`config.mk`:
```
export PLATFORM = sky130hd
export DESIGN_NAME = hazard_ctrl
export DESIGN_NICKNAME = d
export VERILOG_FILES = /design/src/rtl/hazard_ctrl.sv
export SDC_FILE = /design/constraint.sdc
export NUM_CORES = 1
export LEC_CHECK = 0
export CORE_MARGIN = 2
export CORE_UTILIZATION = 50
export DETAILED_ROUTE_END_ITERATION = 8
export HOLD_SLACK_MARGIN = 0.1
export PLACE_DENSITY = 0.84
export REMOVE_ABC_BUFFERS = 1
export SYNTH_ARGS = -nofsm -noshare
export SYNTH_HDL_FRONTEND = slang
export SYNTH_SLANG_ARGS = --single-unit
```
`constraint.sdc`:
```
create_clock -name clk -period 6.4 [get_ports clk]
set_input_delay 1.28 -clock clk [delete_from_list [all_inputs] [get_ports clk]]
set_output_delay 1.28 -clock clk [all_outputs]
set_load 0.02 [all_outputs]
```
`src/rtl/hazard_ctrl.sv`:
```
// rtl/hazard_ctrl.sv - pipeline hazard detection, stall/flush/freeze and EX operand forwarding
// Optional feature macro: HAZARD_FWD_EN (EX forwarding selects; without it every RAW stalls)
module hazard_ctrl (
    input  logic        clk,
    input  logic        rst,
    input  logic        id_valid,
    input  logic [3:0]  id_src1,
    input  logic [3:0]  id_src2,
    input  logic        id_rd1,
    input  logic        id_rd2,
    input  logic [3:0]  id_dst,
    input  logic        id_wr,
    input  logic        id_load,
    input  logic        id_setflags,
    input  logic        id_usesflags,
    input  logic        br_taken,
    input  logic        mem_busy,
    output logic        stall_pc,
    output logic        stall_ifid,
    output logic        bubble_idex,
    output logic        flush_ifid,
    output logic        freeze,
    output logic [1:0]  fwd_a,
    output logic [1:0]  fwd_b,
    output logic [15:0] stall_cnt
);

    // EX-stage scoreboard entry
    logic       exValid;
    logic [3:0] exDst;
    logic       exWr;
    logic       exLoad;
    logic       exSetFlags;

    // MEM-stage entry: load/setflags only influence hazards while in EX, so only RAW fields remain
    logic       memValid;
    logic [3:0] memDst;
    logic       memWr;

    logic hitEx1, hitEx2, hitMem1, hitMem2;
    logic loadHz, flagHz, rawHz, hz, advance, issue;
    logic [15:0] stallCntQ;

    function automatic logic rawHit(input logic v, input logic w, input logic [3:0] d,
                                    input logic [3:0] s);
        return v & w & (d == s) & (s != 4'd0);
    endfunction

    always_comb begin
        hitEx1  = rawHit(exValid, exWr, exDst, id_src1);
        hitEx2  = rawHit(exValid, exWr, exDst, id_src2);
        hitMem1 = rawHit(memValid, memWr, memDst, id_src1);
        hitMem2 = rawHit(memValid, memWr, memDst, id_src2);
    end

    always_comb begin
        loadHz = id_valid & exLoad & ((id_rd1 & hitEx1) | (id_rd2 & hitEx2));
        flagHz = id_valid & id_usesflags & exValid & exSetFlags;
`ifdef HAZARD_FWD_EN
        rawHz  = 1'b0;
`else
        rawHz  = id_valid & ((id_rd1 & (hitEx1 | hitMem1)) | (id_rd2 & (hitEx2 | hitMem2)));
`endif
        hz      = loadHz | flagHz | rawHz;
        advance = ~mem_busy;
        issue   = id_valid & ~hz;
    end

    always_comb begin
        freeze      = mem_busy;
        stall_pc    = hz | mem_busy;
        stall_ifid  = hz | mem_busy;
        bubble_idex = hz & ~mem_busy;
        flush_ifid  = id_valid & br_taken & ~hz & ~mem_busy;
        stall_cnt   = stallCntQ;
    end

    always_ff @(posedge clk) begin
        if (rst) begin
            exValid    <= 1'b0;
            exDst      <= 4'd0;
            exWr       <= 1'b0;
            exLoad     <= 1'b0;
            exSetFlags <= 1'b0;
            memValid   <= 1'b0;
            memDst     <= 4'd0;
            memWr      <= 1'b0;
            stallCntQ  <= 16'd0;
        end else begin
            if (advance) begin
                memValid   <= exValid;
                memDst     <= exDst;
                memWr      <= exWr;
                exValid    <= issue;
                exDst      <= issue ? id_dst : 4'd0;
                exWr       <= issue & id_wr;
                exLoad     <= issue & id_load;
                exSetFlags <= issue & id_setflags;
            end
            if (hz && advance && stallCntQ != 16'hFFFF) begin
                stallCntQ <= stallCntQ + 16'd1;
            end
        end
    end

`ifdef HAZARD_FWD_EN
    logic [1:0] fwdAQ, fwdBQ;

    function automatic logic [1:0] fwdSel(input logic ex, input logic mem);
        return ex ? 2'b01 : (mem ? 2'b10 : 2'b00);
    endfunction

    always_ff @(posedge clk) begin
        if (rst) begin
            fwdAQ <= 2'b00;
            fwdBQ <= 2'b00;
        end else if (advance) begin
            fwdAQ <= issue ? fwdSel(hitEx1, hitMem1) : 2'b00;
            fwdBQ <= issue ? fwdSel(hitEx2, hitMem2) : 2'b00;
        end
    end

    always_comb begin
        fwd_a = fwdAQ;
        fwd_b = fwdBQ;
    end
`else
    always_comb begin
        fwd_a = 2'b00;
        fwd_b = 2'b00;
    end
`endif

endmodule

```
Word-level counts from Yosys, hierarchy flattened
Index checks and enable logic that the tools add are counted.
- input port bits: 23
- bits in writable memories: 0
- memory bits (read-only): 0
- word-level logic and storage cells: 57
- output and inout bits: 25
- register bits: 30
- latch bits: 0
- memories kept: 0
- bitwise logic cells: 37
- order comparisons: 0
- shift operators: 0
- divide/modulo/power cells: 0
- add/subtract/negate cells: 1
- reductions and logical operators: 4
- eq/ne operators: 5
- multipliers: 0
- mux-type cells: 1
- operators by type and width (operator ; count):
    $and 1x1->1 ; 28
    $add 16x1->16 const B ; 1
    $eq 4x4->1 ; 4
    $ne 16x16->1 const B ; 1
    $reduce_bool 4->1 ; 2
    $or 1x1->1 ; 7
    $mux 4 ; 1
    $logic_and 1x1->1 ; 2
    $not 1->1 ; 2

Logic depth before layout (Yosys ltp)
Gate-level depths: netlist (run 1).
- word-level depth: 11
- gate-level depth with buffers: 9
- gate-level depth less buffers: 8

Worst setup path before layout (run 1)
OpenSTA, ideal clock, no wires.
- path kind: input-to-output
- start: input port id_src1[0]
- end: output port stall_pc
- arrival: 2.824 ns
- buffers on the path: 3
- cell stages on the path: 9
- data required time: 5.120 ns
- setup slack: 2.296 ns
- path through: xor2_1 nor3_1 nand4_1 a21oi_1 a311oi_1 buf_2 buf_4 o21bai_1 buf_4
- word-level cells in the longest chain between the ends: 9
- elaborated cells on any way between the ends: 17
- classes of those cells: 2 x eq/ne; 14 x bitwise; 1 x reduce/logical
- ends and longest elaborated chain (item ; RTL line ; source):
    from (decl) ; 7 ; input logic [3:0] id_src1,
    $eq 4x4->1 ; 46 ; return v & w & (d == s) & (s != 4'd0);
    $and 1x1->1 (2 in a row) ; 46 ;
    $and 1x1->1 / $or 1x1->1 (equally long branches) ; 57, 62 ;
    $or 1x1->1 / $and 1x1->1 (equally long branches) ; 57, 62 ;
    $and 1x1->1 / $or 1x1->1 (equally long branches) ; 57, 62 ;
    $or 1x1->1 / $and 1x1->1 (equally long branches) ; 64, 62 ;
    $or 1x1->1 (*) ; 64 ; hz = loadHz | flagHz | rawHz;
    $or 1x1->1 (*) ; n/a ;
    to (decl) ; 18 ; output logic stall_pc,
Mark *: on every way between the ends. The rest lies on a longest branch, timed or not.

Worst setup path after layout (run 1)
- start: input port id_src1[3]
- end: output port flush_ifid
- word-level cells in the longest chain between the ends: 11
- elaborated cells on any way between the ends: 19
- classes of those cells: 2 x eq/ne; 16 x bitwise; 1 x reduce/logical
- ends and longest elaborated chain (item ; RTL line ; source):
    $eq 4x4->1 ; 46 ;
    $and 1x1->1 (2 in a row) ; 46 ;
    $and 1x1->1 / $or 1x1->1 (equally long branches) ; 57, 62 ;
    $or 1x1->1 / $and 1x1->1 (equally long branches) ; 57, 62 ;
    $and 1x1->1 / $or 1x1->1 (equally long branches) ; 57, 62 ;
    $or 1x1->1 / $and 1x1->1 (equally long branches) ; 64, 62 ;
    $or 1x1->1 (*) ; 64 ;
    $not 1->1 (*) ; 74 ; flush_ifid = id_valid & br_taken & ~hz & ~mem_busy;
    $and 1x1->1 (*) (2 in a row) ; 74 ;
    to (decl) ; 21 ; output logic flush_ifid,
Marked as above.

==> impl_metrics.json, run 1 <==
{
  "synthToLayoutAreaGrowth_pct": 29.59,
  "antenna_found_initial": 0,
  "dpl.cell_count": 262,
  "num_rows": 20,
  "gp_congestion": 0.9233,
  "netSwitchingFraction": 0.2514,
  "initial_utilization": 0.5250,
  "vdd_drop_max_v": 0.0001122,
  "p_leak_nw": 0.7567,
  "synth_area_per_cell_um2": 8.617,
  "holdBufCountCts": 0,
  "grt_overflow": 0,
  "setup_viol": 0,
  "cts_setup_buffers": 0,
  "worstReg2RegEnd": "stall_cnt[6]$_SDFFE_PP0P_",
  "clock_path_buffers": 2,
  "clk-insertion-delay-late_ns": 0.34,
  "required_ns": 5.12,
  "die_area_mm2": 0.003674,
  "drive_gt1_frac": 0.08000,
  "cp_common_cell": "clkdlybuf4s50_1",
  "root_buffer": "clkbuf_4",
  "routed_wirelength_mm": 3.469,
  "fin_crit_ns": 4.884,
  "worstHoldEndpoint": "stall_cnt[9]$_SDFFE_PP0P_",
  "synth_cells": 186,
  "drv_cap": 0,
  "max_freq_ghz": 0.2048,
  "clk_pin_slew_ns": 0.09,
  "r2r-start": "memDst[2]$_SDFFE_PP0N_",
  "path_delay_family": "buffers and inverters",
  "ys_ff_latch": 29,
  "clock-sinks": 29,
  "io-pin-count": 48,
  "stdcell_count": 269,
  "hold_viol_final": 0,
  "via_per_inst": 5.428,
  "yosysTopAreaCell": "dfxtp_1",
  "hold_path_class": "flop to flop",
  "worstPathMaxFanout": 29,
  "switching_power_uw": 86.51,
  "rsz0062_at_grt": "no",
  "htree_levels": 2,
  "share_comb_of_total_power": 0.128,
  "slew_headroom": 0.6454,
  "finalCritPeriodShare": 0.7631,
  "crit_type": "input pin to output pin",
  "power_density_mw_per_mm2": 165.7,
  "tns_ns": 0,
  "routedWlPerCell_um": 12.90,
  "path_cells": "clkdlybuf4s50_1, xor2_1, nor3_1, nand4_1, a21oi_1, a311oi_2, buf_4, and3_1, clkdlybuf4s50_1",
  "status": "finished clean",
  "hold_depth": 2,
  "antennaDiodeCount": 0,
  "synth_top_area_share": 0.3622,
  "arrival_ns": 3.60,
  "core_mm2": 0.003053,
  "cp.buffers_inverters": 3,
  "hold_slack_ns": 0.4999,
  "yosys_warnings": 0,
  "worst_setup_path_start_kind": "input pin",
  "grt_pass1_vias": 1310,
  "post_dp_cell_area_mm2": 0.002022,
  "yosysSeqAreaShare": 0.3622,
  "final_max_slew_viol_count": 0,
  "drt_pre_antenna_iters": 4,
  "dr_total_vias": 1460,
  "drc": 0,
  "slowest_stage": "clkdlybuf4s50_1",
  "die_x_um": 60.62,
  "cts_tree": "yes",
  "ys_types": 37,
  "die_h_um": 60.62,
  "pwr-share-seq": 0.541,
  "r2r_slack_ns": 4.21,
  "finish.net_count": 249,
  "grt_first_pass_wirelength_mm": 5.692,
  "synthTopCellsByArea": "dfxtp_1, xor2_1, mux2i_1",
  "cts_resized": 0,
  "portBuffers": 42,
  "syn_area_mm2": 0.001603,
  "drt_iter0_markers": 34,
  "ant_nets": 0,
  "skew_ns": 0.01006,
  "tightest_slew_ns": 0.5302,
  "design_area_mm2": 0.002077,
  "cpPeakStageDelay_ns": 0.60,
  "internal_power_uw": 257.7,
  "place_hpwl_mm": 2.571,
  "worstSetupEndpointType": "output pin",
  "utilization": 0.6803,
  "numCtsBuffers": 5,
  "grt_max_degree": 33,
  "reg2regPathDepth": 8,
  "clockPowerShare": 0.331,
  "hold_start": "stall_cnt[9]$_SDFFE_PP0P_",
  "track_usage": 0.2099
}
## worst min-delay path, delay by kind of cell, from the launching register on
kind	cells	cell delay, ns
compound gates	2	0.13
flops	1	0.33
## flip-flops by register name (all words and copies together), names as in the netlist
register and flops:
stall_cnt 16, memValid 1, exDst 4, memDst 4
exSetFlags 1, exWr 1, exValid 1, memWr 1
## cells in the mapped netlist, drive strengths merged
cell type / n
a21oi: 10
or3: 7
nand2b: 3
clkbuf: 6
nand4: 10
or2: 1
nand2: 4
a22oi: 1
nor3b: 1
o31a: 1
o21ai: 7
and3: 4
o21bai: 1
nor4b: 1
nor2: 18
a22o: 6
inv: 2
or4: 1
and4: 1
nor2b: 7
mux2i: 7
nor3: 11
xor2: 12
a311oi: 1
conb: 1
o31ai: 1
mux2: 6
dfxtp: 29
o41ai: 2
xnor2: 4
nand3: 9
buf: 10
ha: 1
## metal layers
metal  share of wire  vias to the layer above  track usage
met2            0.49                       31       0.3349
met4           0.022                        0       0.1087
met1            0.46                      685       0.2658
met5               0                        -            0
met3           0.034                        7      0.04691
li1                -                      737            -
## cells by family after synthesis
family          share of synthesized area
other cells                      0.002340
xor+xnor                          0.08743
mux                               0.08587
simple gates                       0.2678
compound gates                     0.1218
buf+inv                           0.06479
fa+ha+maj                        0.007805
flops                              0.3622
## power groups by stage
stage	registers, mW	clock network, mW	logic, mW
after CTS	0.186	0.115	0.0440
after detailed placement	0.190	0	0.0437
after floorplan	0.190	0	0.0178
after global placement	0.190	0	0.0431
after global routing	0.187	0.121	0.0483
final	0.186	0.114	0.0439
## layout by cell type, fill, tap and decap left out, drive strengths merged
cell type | Yosys | layout
clkdlybuf4s50 | 0 | 42
dfxtp | 29 | 29
nor2 | 18 | 18
xor2 | 12 | 12
nor3 | 11 | 11
nand4 | 10 | 10
a21oi | 10 | 10
nand3 | 9 | 9
o21ai | 7 | 7
or3 | 7 | 7
nor2b | 7 | 7
mux2i | 7 | 7
clkbuf | 6 | 7
mux2 | 6 | 6
a22o | 6 | 6
xnor2 | 4 | 4
and3 | 4 | 4
nand2 | 4 | 4
conb | 1 | 4
nand2b | 3 | 3
buf | 10 | 3
inv | 2 | 2
o41ai | 2 | 2
a311oi | 1 | 1
o21bai | 1 | 1
and4 | 1 | 1
or2 | 1 | 1
nor4b | 1 | 1
nor3b | 1 | 1
o31ai | 1 | 1
or4 | 1 | 1
o31a | 1 | 1
a22oi | 1 | 1
ha | 1 | 1
## worst max path at each step
stage	startpoint	to	slack (ns)	depth (start not counted)
global placement	id_src2[1]	flush_ifid	1.49	7
finish	id_src1[3]	flush_ifid	1.52	9
detailed placement	id_src2[1]	flush_ifid	1.54	7
CTS	id_src2[0]	flush_ifid	1.52	7
floorplan	id_src1[0]	stall_ifid	1.29	4
global route	id_src2[2]	stall_ifid	1.37	9
## cell type report
| class | instances | area (um2) |
|---|---|---|
| Tap cell | 44 | 55.05 |
| Inverter | 2 | 7.507 |
| Clock buffer | 7 | 55.05 |
| Timing Repair Buffer | 45 | 442.9 |
| Fill cell | 270 | 975.9 |
| Sequential cell | 29 | 580.6 |
| Multi-Input combinational cell | 142 | 935.9 |
## per-stage QoR
step	setup WS [ns]	power, mW
2_1_floorplan	1.291	0.2073
3_3_place_gp	1.494	0.2333
3_5_place_dp	1.535	0.2342
4_1_cts	1.515	0.3451
5_1_grt	1.371	0.3562
6_report	1.516	0.3442
Note: power is estimated with default switching activity, not from simulation.
==> run 2, diff against run 1 <==
--- a/config.mk
+++ b/config.mk
@@ -6,10 +6,10 @@
 export NUM_CORES = 1
 export LEC_CHECK = 0
 export CORE_MARGIN = 2
-export CORE_UTILIZATION = 50
+export CORE_UTILIZATION = 42
 export DETAILED_ROUTE_END_ITERATION = 8
 export HOLD_SLACK_MARGIN = 0.1
-export PLACE_DENSITY = 0.84
+export PLACE_DENSITY = 0.75
 export REMOVE_ABC_BUFFERS = 1
 export SYNTH_ARGS = -nofsm -noshare
 export SYNTH_HDL_FRONTEND = slang
==> constraint.sdc (replaced) <==
create_clock -name clk -period 4.3 [get_ports clk]
set_input_delay 0.86 -clock clk [delete_from_list [all_inputs] [get_ports clk]]
set_output_delay 0.86 -clock clk [all_outputs]
set_load 0.02 [all_outputs]
==> run 2 against run 1 <==
Compared with the run above:
- utilization shrank 9.3 points
- routed wire length up 2.7%
- combinational power up 49%
- clock power grew to 2.6 times the previous value
- first-iteration DRC count is 74% higher
- global-route usage shrank 3.6 points
- non-clock buffer count increased by 1
- register-to-register slack got worse by 2.2 ns
- clock skew is 0.00093 ns lower
- sequential share of layout area fell by 0.96 points
- final cell count rose by 2.2%
- largest power group is now clock
- highest routed layer unchanged
==> impl_metrics.json, run 2 (synthesis results as in run 1) <==
{
  "status": "finished clean",
  "post_dp_cell_area_mm2": 0.002034,
  "track_usage": 0.1735,
  "grt_first_pass_wirelength_mm": 5.671,
  "cts_tree": "yes",
  "worstPathMaxFanout": 5,
  "core_mm2": 0.003661,
  "hold_viol_final": 0,
  "holdBufCountCts": 0,
  "drt_pre_antenna_iters": 4,
  "finalCritPeriodShare": 0.9158,
  "die_area_mm2": 0.004326,
  "drc": 0,
  "tns_ns": 0,
  "htree_levels": 2,
  "cts_setup_buffers": 0,
  "root_buffer": "clkbuf_8",
  "synthToLayoutAreaGrowth_pct": 34.19,
  "setup_viol": 0,
  "hold_depth": 2,
  "io-pin-count": 48,
  "finish.net_count": 250,
  "final_max_slew_viol_count": 0,
  "clk-insertion-delay-late_ns": 0.29,
  "path_delay_family": "buffers and inverters",
  "cp_common_cell": "clkdlybuf4s50_1",
  "cts_resized": 0,
  "cpPeakStageDelay_ns": 0.60,
  "grt_overflow": 0,
  "grt_pass1_vias": 1282,
  "worstReg2RegEnd": "stall_cnt[6]$_SDFFE_PP0P_",
  "path_cells": "clkdlybuf4s50_1, o41ai_1, a21oi_1, a311oi_2, and3_1, clkdlybuf4s50_1",
  "required_ns": 3.44,
  "tightest_slew_ns": 0.8496,
  "antenna_found_initial": 0,
  "drive_gt1_frac": 0.08811,
  "dr_total_vias": 1447,
  "hold_start": "stall_cnt[9]$_SDFFE_PP0P_",
  "fin_crit_ns": 3.938,
  "initial_utilization": 0.4378,
  "final_cell_mix": "clkdlybuf4s50_1, dfxtp_1, nor2_1, xor2_1, nor3_1",
  "gp_congestion": 0.8380,
  "crit_type": "input pin to output pin",
  "cp.buffers_inverters": 2,
  "clock-sinks": 29,
  "worstSetupEndpointType": "output pin",
  "power_density_mw_per_mm2": 296.0,
  "drt_iter0_markers": 59,
  "max_freq_ghz": 0.2539,
  "routedWlPerCell_um": 12.95,
  "slew_headroom": 0.4319,
  "vdd_drop_max_v": 0.0001973,
  "num_rows": 22,
  "arrival_ns": 3.08,
  "place_hpwl_mm": 2.602,
  "reg2regPathDepth": 8,
  "design_area_mm2": 0.002151,
  "r2r_slack_ns": 1.98,
  "portBuffers": 42,
  "routed_wirelength_mm": 3.562,
  "numCtsBuffers": 5,
  "largest_reg_flops": 16,
  "clock_path_buffers": 2,
  "slowest_stage": "clkdlybuf4s50_1",
  "die_x_um": 65.78,
  "ant_nets": 0,
  "die_h_um": 65.78,
  "grt_max_degree": 26,
  "via_per_inst": 5.262,
  "p_leak_nw": 0.7886,
  "drv_cap": 0,
  "worst_setup_path_start_kind": "input pin",
  "r2r-start": "exDst[2]$_SDFFE_PP0N_",
  "skew_ns": 0.009133,
  "hold_path_class": "flop to flop",
  "rsz0062_at_grt": "no",
  "worstHoldEndpoint": "stall_cnt[9]$_SDFFE_PP0P_",
  "antennaDiodeCount": 0,
  "clk_pin_slew_ns": 0.07,
  "final_common_cell": "clkdlybuf4s50_1"
}
-- run 2: cell types whose count changed in the layout (fill, tap and decap cells not counted) --
cell / previous run / this run
clkbuf_8: 1 / 6
clkbuf_4: 5 / 0
buf_4: 3 / 4
bufinv_16: 0 / 1
-- run 2: worst min-delay path, cell delays in order (launching register included) --
cell	delay, ns
dfxtp_1	0.33
o21ai_0	0.08
a21oi_1	0.06
-- run 2: how the worst max path moves through the flow --
stage / startpoint / end / slack [ns] / cells after the start
after CTS: id_src1[0] / flush_ifid / 0.37 / 6
after global routing: id_src1[3] / flush_ifid / 0.19 / 8
after global placement: id_src1[1] / flush_ifid / 0.34 / 6
after floorplan: id_src1[0] / stall_ifid / 0.03 / 4
after detailed placement: id_src1[0] / flush_ifid / 0.39 / 6
final: id_src1[0] / flush_ifid / 0.36 / 6
-- run 2: final cells by class --
| cell class | instances | area [um2] |
|---|---|---|
| clock inverter | 1 | 30.03 |
| sequential | 29 | 580.6 |
| inverter | 2 | 7.507 |
| clock buffer | 7 | 86.33 |
| tap | 48 | 60.06 |
| multi-input combinational | 142 | 935.9 |
| fill | 318 | 1510 |
| timing repair buffer | 46 | 450.4 |
-- run 2: power by group --
| group | internal [mW] | total [mW] | switching [mW] |
|---|---|---|---|
| clock network | 0.189 | 0.293 | 0.105 |
| registers | 0.273 | 0.278 | 0.00507 |
| logic | 0.0347 | 0.0656 | 0.0308 |
| total | 0.496 | 0.637 | 0.140 |
-- run 2: stage by stage --
| stage | power, mW | util | hold slack (ns) | cells | setup slack (ns) |
|---|---|---|---|---|---|
| 2_1_floorplan | 0.3085 | - | 0.4496 | 173 | 0.03124 |
| 3_3_place_gp | 0.3484 | 0.5557 | 0.4898 | 267 | 0.3402 |
| 3_5_place_dp | 0.3489 | 0.5557 | 0.5002 | 267 | 0.3861 |
| 4_1_cts | 0.6415 | 0.5875 | 0.5098 | 275 | 0.3652 |
| 5_1_grt | 0.6575 | 0.5875 | 0.5334 | 275 | 0.1945 |
| 6_report | 0.6366 | 0.5875 | 0.5058 | 275 | 0.3620 |
-- run 2: routing by layer --
| layer | vias up | wire [um] | track usage |
|---|---|---|---|
| met5 | - | 0 | 0 |
| met1 | 669 | 1678 | 0.2280 |
| met3 | 9 | 164 | 0.03407 |
| met2 | 35 | 1617 | 0.2551 |
| met4 | 0 | 102 | 0.1172 |
| li1 | 734 | - | - |
==> run 3, diff against run 2 <==
--- a/config.mk
+++ b/config.mk
@@ -8,9 +8,11 @@
 export CORE_MARGIN = 2
 export CORE_UTILIZATION = 42
 export DETAILED_ROUTE_END_ITERATION = 8
+export GPL_ROUTABILITY_DRIVEN = 0
 export HOLD_SLACK_MARGIN = 0.1
 export PLACE_DENSITY = 0.75
 export REMOVE_ABC_BUFFERS = 1
 export SYNTH_ARGS = -nofsm -noshare
 export SYNTH_HDL_FRONTEND = slang
 export SYNTH_SLANG_ARGS = --single-unit
+export TNS_END_PERCENT = 50
==> results of run 3 <==
The final DEF is identical to that of run 2; final timing and power are the same.
